File: src/rtl/student_fir_driver_pkg.sv
// Shared types and helpers for student_fir_driver: FSM state encoding and the
// accumulator shift/saturate function used to produce the output sample.
package student_fir_driver_pkg;

  typedef enum logic [1:0] {
    IDLE   = 2'd0,
    STROBE = 2'd1,
    WAIT   = 2'd2,
    GAP    = 2'd3
  } fir_drv_state_t;

  localparam int SAT_W = 64;
  localparam logic signed [15:0] SAT_MAX = 16'sh7FFF;
  localparam logic signed [15:0] SAT_MIN = 16'sh8000;

  // Arithmetic shift, then clamp into a dsize-bit signed range (sign-extended result).
  function automatic logic signed [SAT_W-1:0] sat_shift(input logic signed [SAT_W-1:0] acc,
                                                        input int shift,
                                                        input int dsize);
    logic signed [SAT_W-1:0] t;
    logic signed [SAT_W-1:0] hi;
    logic signed [SAT_W-1:0] lo;
    t  = acc >>> shift;
    hi = (64'sd1 <<< (dsize - 1)) - 64'sd1;
    lo = -hi - 64'sd1;
    if (t > hi) begin
      sat_shift = hi;
    end else if (t < lo) begin
      sat_shift = lo;
    end else begin
      sat_shift = t;
    end
  endfunction

endpackage

File: src/rtl/student_sync_fifo.sv
// Small synchronous FIFO (power-of-two depth) with synchronous active-high reset.
module student_sync_fifo #(
  parameter int WIDTH = 16,
  parameter int DEPTH = 4
) (
  input  logic             clk_i,
  input  logic             rst_i,
  input  logic             push_i,
  input  logic [WIDTH-1:0] wr_data_i,
  input  logic             pop_i,
  output logic [WIDTH-1:0] rd_data_o,
  output logic             full_o,
  output logic             empty_o
);

  localparam int PTR_W = $clog2(DEPTH);
  localparam logic [PTR_W:0]   FULL_CNT = (PTR_W+1)'(DEPTH);
  localparam logic [PTR_W:0]   CNT_ONE  = (PTR_W+1)'(1);
  localparam logic [PTR_W-1:0] PTR_ONE  = PTR_W'(1);

  logic [WIDTH-1:0] mem_q [DEPTH];
  logic [PTR_W-1:0] wr_ptr_q, wr_ptr_d, rd_ptr_q, rd_ptr_d;
  logic [PTR_W:0]   count_q, count_d;
  logic             do_push_s, do_pop_s;

  assign full_o    = (count_q == FULL_CNT);
  assign empty_o   = (count_q == {(PTR_W+1){1'b0}});
  assign rd_data_o = mem_q[rd_ptr_q];

  // Next-state for pointers and occupancy; pointers wrap naturally at the power-of-two depth.
  always_comb begin
    do_push_s = push_i && !full_o;
    do_pop_s  = pop_i && !empty_o;
    wr_ptr_d  = do_push_s ? (wr_ptr_q + PTR_ONE) : wr_ptr_q;
    rd_ptr_d  = do_pop_s ? (rd_ptr_q + PTR_ONE) : rd_ptr_q;
    case ({do_push_s, do_pop_s})
      2'b10:   count_d = count_q + CNT_ONE;
      2'b01:   count_d = count_q - CNT_ONE;
      default: count_d = count_q;
    endcase
  end

  // Pointer and occupancy registers.
  always_ff @(posedge clk_i) begin
    if (rst_i) begin
      wr_ptr_q <= {PTR_W{1'b0}};
      rd_ptr_q <= {PTR_W{1'b0}};
      count_q  <= {(PTR_W+1){1'b0}};
    end else begin
      wr_ptr_q <= wr_ptr_d;
      rd_ptr_q <= rd_ptr_d;
      count_q  <= count_d;
    end
  end

  // Storage array; contents need no reset since occupancy gates every read.
  always_ff @(posedge clk_i) begin
    if (do_push_s) begin
      mem_q[wr_ptr_q] <= wr_data_i;
    end else begin
      mem_q[wr_ptr_q] <= mem_q[wr_ptr_q];
    end
  end

endmodule

File: src/rtl/student_fir_driver.sv
// Buffers upstream samples, strobes them one at a time into the FIR, then scales and
// saturates the FIR result onto a valid/ready stream. STUDENT_FIR_DRIVER_ROUND_EN adds round-half-up.
module student_fir_driver
  import student_fir_driver_pkg::*;
#(
  parameter int DATA_SIZE         = 16,
  parameter int DATA_SIZE_FIR_OUT = 32,
  parameter int FIFO_DEPTH        = 4,
  parameter int OUT_SHIFT         = 15,
  parameter int TIMEOUT_CYCLES    = 4096
) (
  input  logic                         clk_i,
  input  logic                         rst_i,
  input  logic                         s_valid_i,
  output logic                         s_ready_o,
  input  logic [DATA_SIZE-1:0]         s_data_i,
  output logic                         fir_valid_strobe_o,
  output logic [DATA_SIZE-1:0]         fir_sample_o,
  input  logic                         fir_valid_strobe_i,
  input  logic [DATA_SIZE_FIR_OUT-1:0] fir_y_i,
  output logic                         m_valid_o,
  input  logic                         m_ready_i,
  output logic [DATA_SIZE-1:0]         m_data_o,
  output logic                         busy_o,
  output logic                         timeout_o
);

  localparam int CNT_W = $clog2(TIMEOUT_CYCLES);
  localparam logic [CNT_W-1:0] CNT_LAST = CNT_W'(TIMEOUT_CYCLES - 1);
  localparam logic [CNT_W-1:0] CNT_ONE  = CNT_W'(1);

  fir_drv_state_t          state_q, state_d;
  logic                    strobe_q, strobe_d;
  logic [DATA_SIZE-1:0]    sample_q, sample_d;
  logic                    m_valid_q, m_valid_d;
  logic [DATA_SIZE-1:0]    m_data_q, m_data_d;
  logic                    busy_q, busy_d;
  logic                    timeout_q, timeout_d;
  logic [CNT_W-1:0]        cnt_q, cnt_d;
  logic                    fifo_full_s, fifo_empty_s, fifo_pop_s;
  logic [DATA_SIZE-1:0]    fifo_data_s;
  logic signed [SAT_W-1:0] acc_s;
  logic [DATA_SIZE-1:0]    scaled_s;

  student_sync_fifo #(
    .WIDTH (DATA_SIZE),
    .DEPTH (FIFO_DEPTH)
  ) u_fifo (
    .clk_i     (clk_i),
    .rst_i     (rst_i),
    .push_i    (s_valid_i),
    .wr_data_i (s_data_i),
    .pop_i     (fifo_pop_s),
    .rd_data_o (fifo_data_s),
    .full_o    (fifo_full_s),
    .empty_o   (fifo_empty_s)
  );

  // Sign-extend with headroom so the rounding offset can never overflow.
  always_comb begin
    acc_s = SAT_W'(signed'(fir_y_i));
`ifdef STUDENT_FIR_DRIVER_ROUND_EN
    acc_s = acc_s + (64'sd1 <<< (OUT_SHIFT - 1));
`endif
    scaled_s = DATA_SIZE'(sat_shift(acc_s, OUT_SHIFT, DATA_SIZE));
  end

  // Sequencer next-state: one sample in flight, GAP keeps strobes two low cycles apart.
  always_comb begin
    state_d    = state_q;
    strobe_d   = 1'b0;
    sample_d   = sample_q;
    m_data_d   = m_data_q;
    timeout_d  = timeout_q;
    cnt_d      = cnt_q;
    fifo_pop_s = 1'b0;
    if (m_valid_q && m_ready_i) begin
      m_valid_d = 1'b0;
    end else begin
      m_valid_d = m_valid_q;
    end
    case (state_q)
      IDLE: begin
        if (!fifo_empty_s && !m_valid_q) begin
          fifo_pop_s = 1'b1;
          sample_d   = fifo_data_s;
          strobe_d   = 1'b1;
          state_d    = STROBE;
        end else begin
          state_d = IDLE;
        end
      end
      STROBE: begin
        cnt_d   = {CNT_W{1'b0}};
        state_d = WAIT;
      end
      WAIT: begin
        if (fir_valid_strobe_i) begin
          m_valid_d = 1'b1;
          m_data_d  = scaled_s;
          state_d   = GAP;
        end else if (cnt_q == CNT_LAST) begin
          timeout_d = 1'b1;
          state_d   = GAP;
        end else begin
          cnt_d = cnt_q + CNT_ONE;
        end
      end
      GAP:     state_d = IDLE;
      default: state_d = IDLE;
    endcase
    busy_d = (state_d == STROBE) || (state_d == WAIT);
  end

  // Sequencer and output registers.
  always_ff @(posedge clk_i) begin
    if (rst_i) begin
      state_q   <= IDLE;
      strobe_q  <= 1'b0;
      sample_q  <= {DATA_SIZE{1'b0}};
      m_valid_q <= 1'b0;
      m_data_q  <= {DATA_SIZE{1'b0}};
      busy_q    <= 1'b0;
      timeout_q <= 1'b0;
      cnt_q     <= {CNT_W{1'b0}};
    end else begin
      state_q   <= state_d;
      strobe_q  <= strobe_d;
      sample_q  <= sample_d;
      m_valid_q <= m_valid_d;
      m_data_q  <= m_data_d;
      busy_q    <= busy_d;
      timeout_q <= timeout_d;
      cnt_q     <= cnt_d;
    end
  end

  assign s_ready_o          = !rst_i && !fifo_full_s;
  assign fir_valid_strobe_o = strobe_q;
  assign fir_sample_o       = sample_q;
  assign m_valid_o          = m_valid_q;
  assign m_data_o           = m_data_q;
  assign busy_o             = busy_q;
  assign timeout_o          = timeout_q;

endmodule

File: config.mk
export PLATFORM = sky130hd
export DESIGN_NAME = student_fir_driver
export DESIGN_NICKNAME = d
export VERILOG_FILES = /design/src/rtl/student_fir_driver_pkg.sv /design/src/rtl/student_sync_fifo.sv /design/src/rtl/student_fir_driver.sv
export SDC_FILE = /design/constraint.sdc
export NUM_CORES = 1
export LEC_CHECK = 0
export ABC_CLOCK_PERIOD_IN_PS = 2500
export BUFFER_PORTS_ARGS = -buffer_cell sky130_fd_sc_hd__buf_2
export CAP_MARGIN = 20
export CELL_PAD_IN_SITES_DETAIL_PLACEMENT = 0
export CELL_PAD_IN_SITES_GLOBAL_PLACEMENT = 1
export CORE_MARGIN = 2
export CORE_UTILIZATION = 40
export DETAILED_ROUTE_END_ITERATION = 16
export HOLD_SLACK_MARGIN = 0.03
export PLACE_DENSITY_LB_ADDON = 0.1
export SLEW_MARGIN = 25
export SYNTH_ARGS = -nofsm -noshare
export SYNTH_HDL_FRONTEND = slang
export SYNTH_SLANG_ARGS = --single-unit
File: constraint.sdc
create_clock -name clk_i -period 2.5 [get_ports clk_i]
set_clock_uncertainty 0.15 [all_clocks]
set_input_delay 0.5 -clock clk_i [delete_from_list [all_inputs] [get_ports clk_i]]
set_output_delay 0.5 -clock clk_i [all_outputs]
set_load 0.05 [all_outputs]
======== Word level (Yosys, flattened, before mapping) ========
Memories as Yosys holds them, arrays and structs flattened. A register that Yosys moved wholly into a read port is not among the register bits.
Cells that the tools add are included.
word-level totals
  register bits ........................... 41
  bits in latches ......................... 0
  RAM bits ................................ 64
  ROM bits ................................ 0
  input port bits ......................... 53
  output and inout port bits .............. 37
  logic and storage cells ................. 70
  memories kept ........................... 1
operators by class
  $add $sub $neg .......................... 5
  multiply operators ...................... 0
  divide/modulo/power cells ............... 0
  order comparisons ....................... 2
  equal/unequal tests ..................... 12
  shifts and indexed selects .............. 0
  multiplexer cells ....................... 19
  bitwise logic cells ..................... 2
  reductions and logical operators ........ 19
memory list
  memory        words  width  read ports  clocked after Yosys merged registers in  wr ports  RTL line                 source
  u_fifo.mem_q  4      16     1           1                                        1         student_sync_fifo.sv:21  logic [WIDTH-1:0] mem_q [DEPTH];
operators with widths
  kind                     number
  $mux W16                 3
  $mux W12                 2
  $pmux W12 S2             1
  $gt A17 B16 Y1 const B   1
  $lt A17 B16 Y1 const B   1
  $add A12 B1 Y12 const B  1
  $eq A12 B12 Y1 const B   1
  $mux W1                  9
  $eq A2 B2 Y1 const B     4
  $pmux W2 S4              1
  $eq A2 B1 Y1 const B     3
  $pmux W3 S2              1
  $reduce_and A2 Y1        3
  $reduce_and A3 Y1        2
  $logic_and A1 B1 Y1      5
  $add A2 B1 Y2 const B    2
  $logic_not A1 Y1         4
  $mux W2                  2
  $ne A2 B2 Y1 const B     2
  $reduce_bool A2 Y1       2
  $add A3 B1 Y3 const B    1
  $eq A3 B3 Y1 const B     1
  $logic_not A3 Y1         1
  $sub A3 B1 Y3 const B    1
  other kinds (5)          5

======== Depth between registers and ports, before layout ========
  word-level depth ........................ 8
  depth in mapped cells ................... 11
  depth with buffers taken out ............ 10

======== Hierarchy ========
From an unflattened synthesis, not the netlist that was laid out.
unflattened totals
  cells, all modules ...................... 389
  area, all modules ....................... 4,924.7 um2
modules (own cells, without submodules)
  module              times used  cells an instance  area an instance (um2)  seq. area each (um2)
  student_sync_fifo   1           138                2,821.5                 2,102.0
  student_fir_driver  1           251                2,103.3                 1,001.0

======== Worst setup path after synthesis ========
No wires, ideal clock.
  kind .................................... reg2reg
  start point ............................. reg m_valid_q (netlist: m_valid_o)
  end point ............................... reg u_fifo.count_q[2]
  setup time .............................. 0.070 ns
  arrival time ............................ 2.184 ns
  data required time ...................... 2.280 ns
  slack ................................... 0.096 ns
  stages on the path, launching flop included .. 11
  path buffers ............................ 1
  clock period less this slack ............ 2.404 ns
  path through ............................ dfxtp_1 -> inv_1 -> nand3_2 -> inv_2 -> buf_2 -> ha_1 -> inv_1 -> fa_1 -> xor2_1 -> or3_1 -> a21oi_1
on the way
  word-level cells in the longest chain between the ends .. 7
  elaborated cells on any way between the ends .. 9
  classes of those cells .................. eq/ne: 2; mux: 3; reduce/logical: 4
RTL lines
  element                                                   RTL line                   source
  start, declared                                           student_fir_driver.sv:35   logic m_valid_q, m_valid_d;
  start signal, assigned                                    student_fir_driver.sv:130  m_valid_q <= m_valid_d;
  $logic_not A1 Y1 (*)                                      student_fir_driver.sv:84   if (!fifo_empty_s && !m_valid_q) begin
  $logic_and A1 B1 Y1 (*)                                   student_fir_driver.sv:84
  $mux W1 (*)                                               student_fir_driver.sv:84
  $mux W1 (*)                                               student_fir_driver.sv:82   case (state_q)
  $logic_and A1 B1 Y1 (*)                                   student_sync_fifo.sv:33    do_pop_s = pop_i && !empty_o;
  via u_fifo.do_pop_s                                       student_sync_fifo.sv:24    logic do_push_s, do_pop_s;
  $eq A2 B1 Y1 / $eq A2 B2 Y1 (equally long branches)       student_sync_fifo.sv:36    case ({do_push_s, do_pop_s})
  $pmux W3 S2 / $reduce_bool A2 Y1 (equally long branches)  -
  end signal, assigned                                      student_sync_fifo.sv:48    count_q <= {(PTR_W+1){1'b0}};
  end signal, assigned                                      student_sync_fifo.sv:52    count_q <= count_d;
  end, declared                                             student_sync_fifo.sv:23    logic [PTR_W:0] count_q, count_d;
Mark *: on every way through the listed nets, which the timed path passes. The rest lies on a longest branch.
A chain may end at the register's enable or synchronous reset.

======== Worst setup path in the final report ========
  start point ............................. reg state_q[0]
  end point ............................... reg u_fifo.count_q[2]
on the way
  word-level cells in the longest chain between the ends .. 5
  elaborated cells on any way between the ends .. 7
  classes of those cells .................. eq/ne: 2; mux: 2; reduce/logical: 3
RTL lines
  element                                                   RTL line                   source
  start, declared                                           student_fir_driver.sv:32   fir_drv_state_t state_q, state_d;
  start signal, assigned                                    student_fir_driver.sv:127  state_q <= state_d;
  $logic_not A2 Y1 (*)                                      student_fir_driver.sv:82
  $mux W1 (*)                                               student_fir_driver.sv:82
  $logic_and A1 B1 Y1 (*)                                   student_sync_fifo.sv:33
  $eq A2 B1 Y1 / $eq A2 B2 Y1 (equally long branches)       student_sync_fifo.sv:36
  $pmux W3 S2 / $reduce_bool A2 Y1 (equally long branches)  -
Every way passes the cells marked *; elsewhere a longest branch is shown, timed or not.

==> flow_summary_export.csv <==
group,metric,value,unit
critical_path,worstPathArrival,2.40,ns
route,drt-total-wl,9881,um
synthesis,syn-cell-area,4876,sq um
final_layout,antenna_cells,0,
placement,dp_hpwl,6621,um
clock_network,cts_buffer_depth,2,
synthesis,ys_seq_area_frac,0.6282,
die,initial_utilization,0.4076,
synthesis,syn_inst,389,
die,die_y,114.4,um
clock_network,holdBufCountCts,0,
route,drt_iter0_drc,103,
final_layout,fin_nets,544,
global_routing,track_usage,0.1651,
synthesis,synth_fp_nets,453,
route,wl_met3,342,um
route,wl_per_cell,15.44,um
die,ios,90,
sta,setup_viol,0,
sta,fin_crit_sh,0.8829,
synthesis,synth_edf_count,64,
pwr,powerDensity,1194,nW/um^2
critical_path,start_kind,"flip-flop",
critical_path,worstPathRequired,2.69,ns
sta,fmax,0.4530,GHz
sta,hold_viol,0,
placement,gp_congestion,0.7250,
sta,drv_slew,0,
placement,place_ws,0.3080,ns
critical_path,end_kind,"flip-flop",
final_layout,area_growth,23.74,%
placement,dpl-instance-area,5446,sq um
clock_network,clock_latency,0.40,ns
final_layout,final_cell_area,6033,sq um
sta,worstMarginPinSlew,0.4743,ns
clock_network,cts_tree,"yes",
synthesis,syn_area_per_cell,12.53,sq um
die,rows,40,
critical_path,crit_fanout,4,
route,highest_layer,"met4",
synthesis,synth_area_leaders,"edfxtp_1 (39%), dfxtp_1 (23%), mux4_2 (7.4%)",
pwr,p_leak,2.341,nW
synthesis,synth_top_area_frac,0.3941,
synthesis,ys.flop_type,"edfxtp_1",
sta,slew_headroom,0.6803,
critical_path,critPathKind,"flip-flop to flip-flop",
worst_hold_path,hold_class,"primary input to flip-flop",
worst_hold_path,hold_end,"u_fifo.mem_q[0][15]$_DFFE_PP_",
synthesis,async_flop_share,0,
run_status,outcome,"finished, final reports clean",
global_routing,overflow,0,
synthesis,synth_top_area_cell,"edfxtp_1",
critical_path,rrSetupSlack,0.29,ns
global_routing,grt_pass1_wl,16160,um
clock_network,numCtsBuffers,17,
worst_hold_path,hold_path.startpoint,"s_data_i[15]",
sta,rsz0062_at_grt,"no",
route,ant_nets,0,
pwr,irDropWorstVdd,729.7,uV
placement,io_buffers,74,
synthesis,synth.distinct_cells,47,
synthesis,ys_ff_latch,121,
clock_network,htreeDepth,4,
route,vias_per_cell,5.050,
synthesis,post-synth-top-count-cell,"edfxtp_1",
route,vias,3232,
clock_network,cts_setup_buffers,0,
die,die_x,114.4,um
job,max_cap_viol_count,0,
route,wl_met2,5026,um
global_routing,grt_pass1_vias,3203,
critical_path,rr_startpoint,"state_q[0]$_SDFF_PP0_",
clock_network,cts_resized,0,
worst_hold_path,hold_depth,1,
die,core_area,11960,sq um
clock_network,root_buffer,"clkbuf_16",
route,m1WireLength,4379,um
critical_path,ff2ff_path_depth,10,
route,drcViolationCount,0,
route,first_pass_iters,4,
global_routing,grt_max_degree,20,
synthesis,ys_top_cells_by_count,"edfxtp_1 (64), dfxtp_1 (57), nand2_1 (48)",
global_routing,antenna_found_initial,0,
clock_network,cts.clk_slew.worst_paths,0.05,ns
die,dieArea,13090,sq um
final_layout,nFillCells,1071,
critical_path,regToRegEndpoint,"u_fifo.count_q[2]$_SDFFE_PP0P_",
sta,fin_setup_tns,0,ns
synthesis,yosysWarnings,0,
sta,post-route-min-period,2.207,ns
final_layout,utilization,0.5044,
final_layout,drive_gt1_frac,0.2961,
sta,layout_setup_ws,0.2927,ns
clock_network,clkSinkCount,121,
==> per-stage QoR <==
| stage | hold slack, ns | total power [W] | instances |
|---|---|---|---|
| 2_1_floorplan | 0.2936 | 0.004329 | 389 |
| 3_3_place_gp | 0.2918 | 0.004868 | 608 |
| 3_5_place_dp | 0.2957 | 0.004890 | 608 |
| 4_1_cts | 0.1355 | 0.007307 | 640 |
| 5_1_grt | 0.1441 | 0.007612 | 640 |
| 6_report | 0.1550 | 0.007202 | 640 |
==> cells by family (layout without fill, tap and decap cells) <==
| group | count (synthesis) | after routing | synth area share |
|---|---|---|---|
| DFF | 121 | 121 | 0.6282 |
| and+or+nand+nor | 120 | 120 | 0.1227 |
| AOI/OAI and AO/OA | 81 | 81 | 0.09751 |
| buffers and inverters | 31 | 135 | 0.03053 |
| muxes | 21 | 21 | 0.08417 |
| adders and majority gates | 11 | 11 | 0.02977 |
| xor gates and xnor gates | 4 | 4 | 0.007186 |
==> sequential cells by signal (all words and copies together), names as in the netlist <==
| name | count |
|---|---|
| busy_o | 1 |
| cnt_q | 12 |
| fir_sample_o | 16 |
| fir_valid_strobe_o | 1 |
| m_data_o | 16 |
| m_valid_o | 1 |
| state_q | 2 |
| timeout_o | 1 |
| u_fifo.count_q | 3 |
| u_fifo.mem_q | 64 |
| u_fifo.rd_ptr_q | 2 |
| u_fifo.wr_ptr_q | 2 |
==> routing by layer <==
metal  track usage  up-vias
met5             0        -
met4       0.07073        0
met3       0.04394       10
met2        0.2809       63
met1        0.1977     1558
li1              -     1601
==> worst max-delay path, cell delays in order, from the launching register on <==
cell and delay, ns:
dfxtp_1 0.33, inv_1 0.11, ha_1 0.19, nand3_2 0.10
inv_2 0.08, ha_1 0.17, inv_1 0.06, fa_1 0.37
xor2_1 0.15, or3_1 0.31, a21oi_1 0.14
==> worst max-delay path by stage <==
| stage | startpoint | end | slack [ns] | cells past startpoint |
|---|---|---|---|---|
| floorplan | m_valid_o$_SDFF_PP0_ | u_fifo.count_q[2]$_SDFFE_PP0P_ | 0.1 | 10 |
| global placement | s_valid_i | u_fifo.count_q[2]$_SDFFE_PP0P_ | 0.32 | 9 |
| detailed placement | s_valid_i | u_fifo.count_q[2]$_SDFFE_PP0P_ | 0.31 | 9 |
| CTS | state_q[0]$_SDFF_PP0_ | u_fifo.count_q[2]$_SDFFE_PP0P_ | 0.28 | 10 |
| global route | state_q[0]$_SDFF_PP0_ | u_fifo.count_q[2]$_SDFFE_PP0P_ | 0.12 | 10 |
| finish | state_q[0]$_SDFF_PP0_ | u_fifo.count_q[2]$_SDFFE_PP0P_ | 0.29 | 10 |
==> power by group <==
part           switching [W]  leakage [nW]  internal [W]
combinational        0.00153          1.01      0.000685
sequential          0.000146          1.05       0.00245
clock               0.000835         0.281       0.00156
total                0.00251          2.34       0.00469
==> layout by cell type, fill, tap and decap left out, types with 3 or more instances in the layout <==
master and instances:
a21oi_1 44, and2_1 6, buf_2 74, buf_4 15, bufinv_16 3, clkbuf_16 17, clkinv_2 4, clkinvlp_4 3
dfxtp_1 57, edfxtp_1 64, ha_1 10, inv_1 11, mux2i_1 5, mux4_2 16, nand2_1 48, nand2b_1 3
nand3_1 5, nor2_1 30, nor2b_1 3, nor3_1 3, o21ai_0 18, o21ai_1 4, o31ai_1 3, or3_1 9
==> cell type report <==
| class | instances | area (sq um) | area share |
|---|---|---|---|
| sequential | 121 | 3063 | 0.5077 |
| multi-input combinational | 237 | 1664 | 0.2758 |
| timing repair buffer | 89 | 483.0 | 0.08005 |
| clock buffer | 19 | 432.9 | 0.07175 |
| tap | 147 | 183.9 | 0.03049 |
| clock inverter | 13 | 153.9 | 0.02551 |
| inverter | 14 | 52.55 | 0.008710 |
Power figures use the tool's default switching activity.
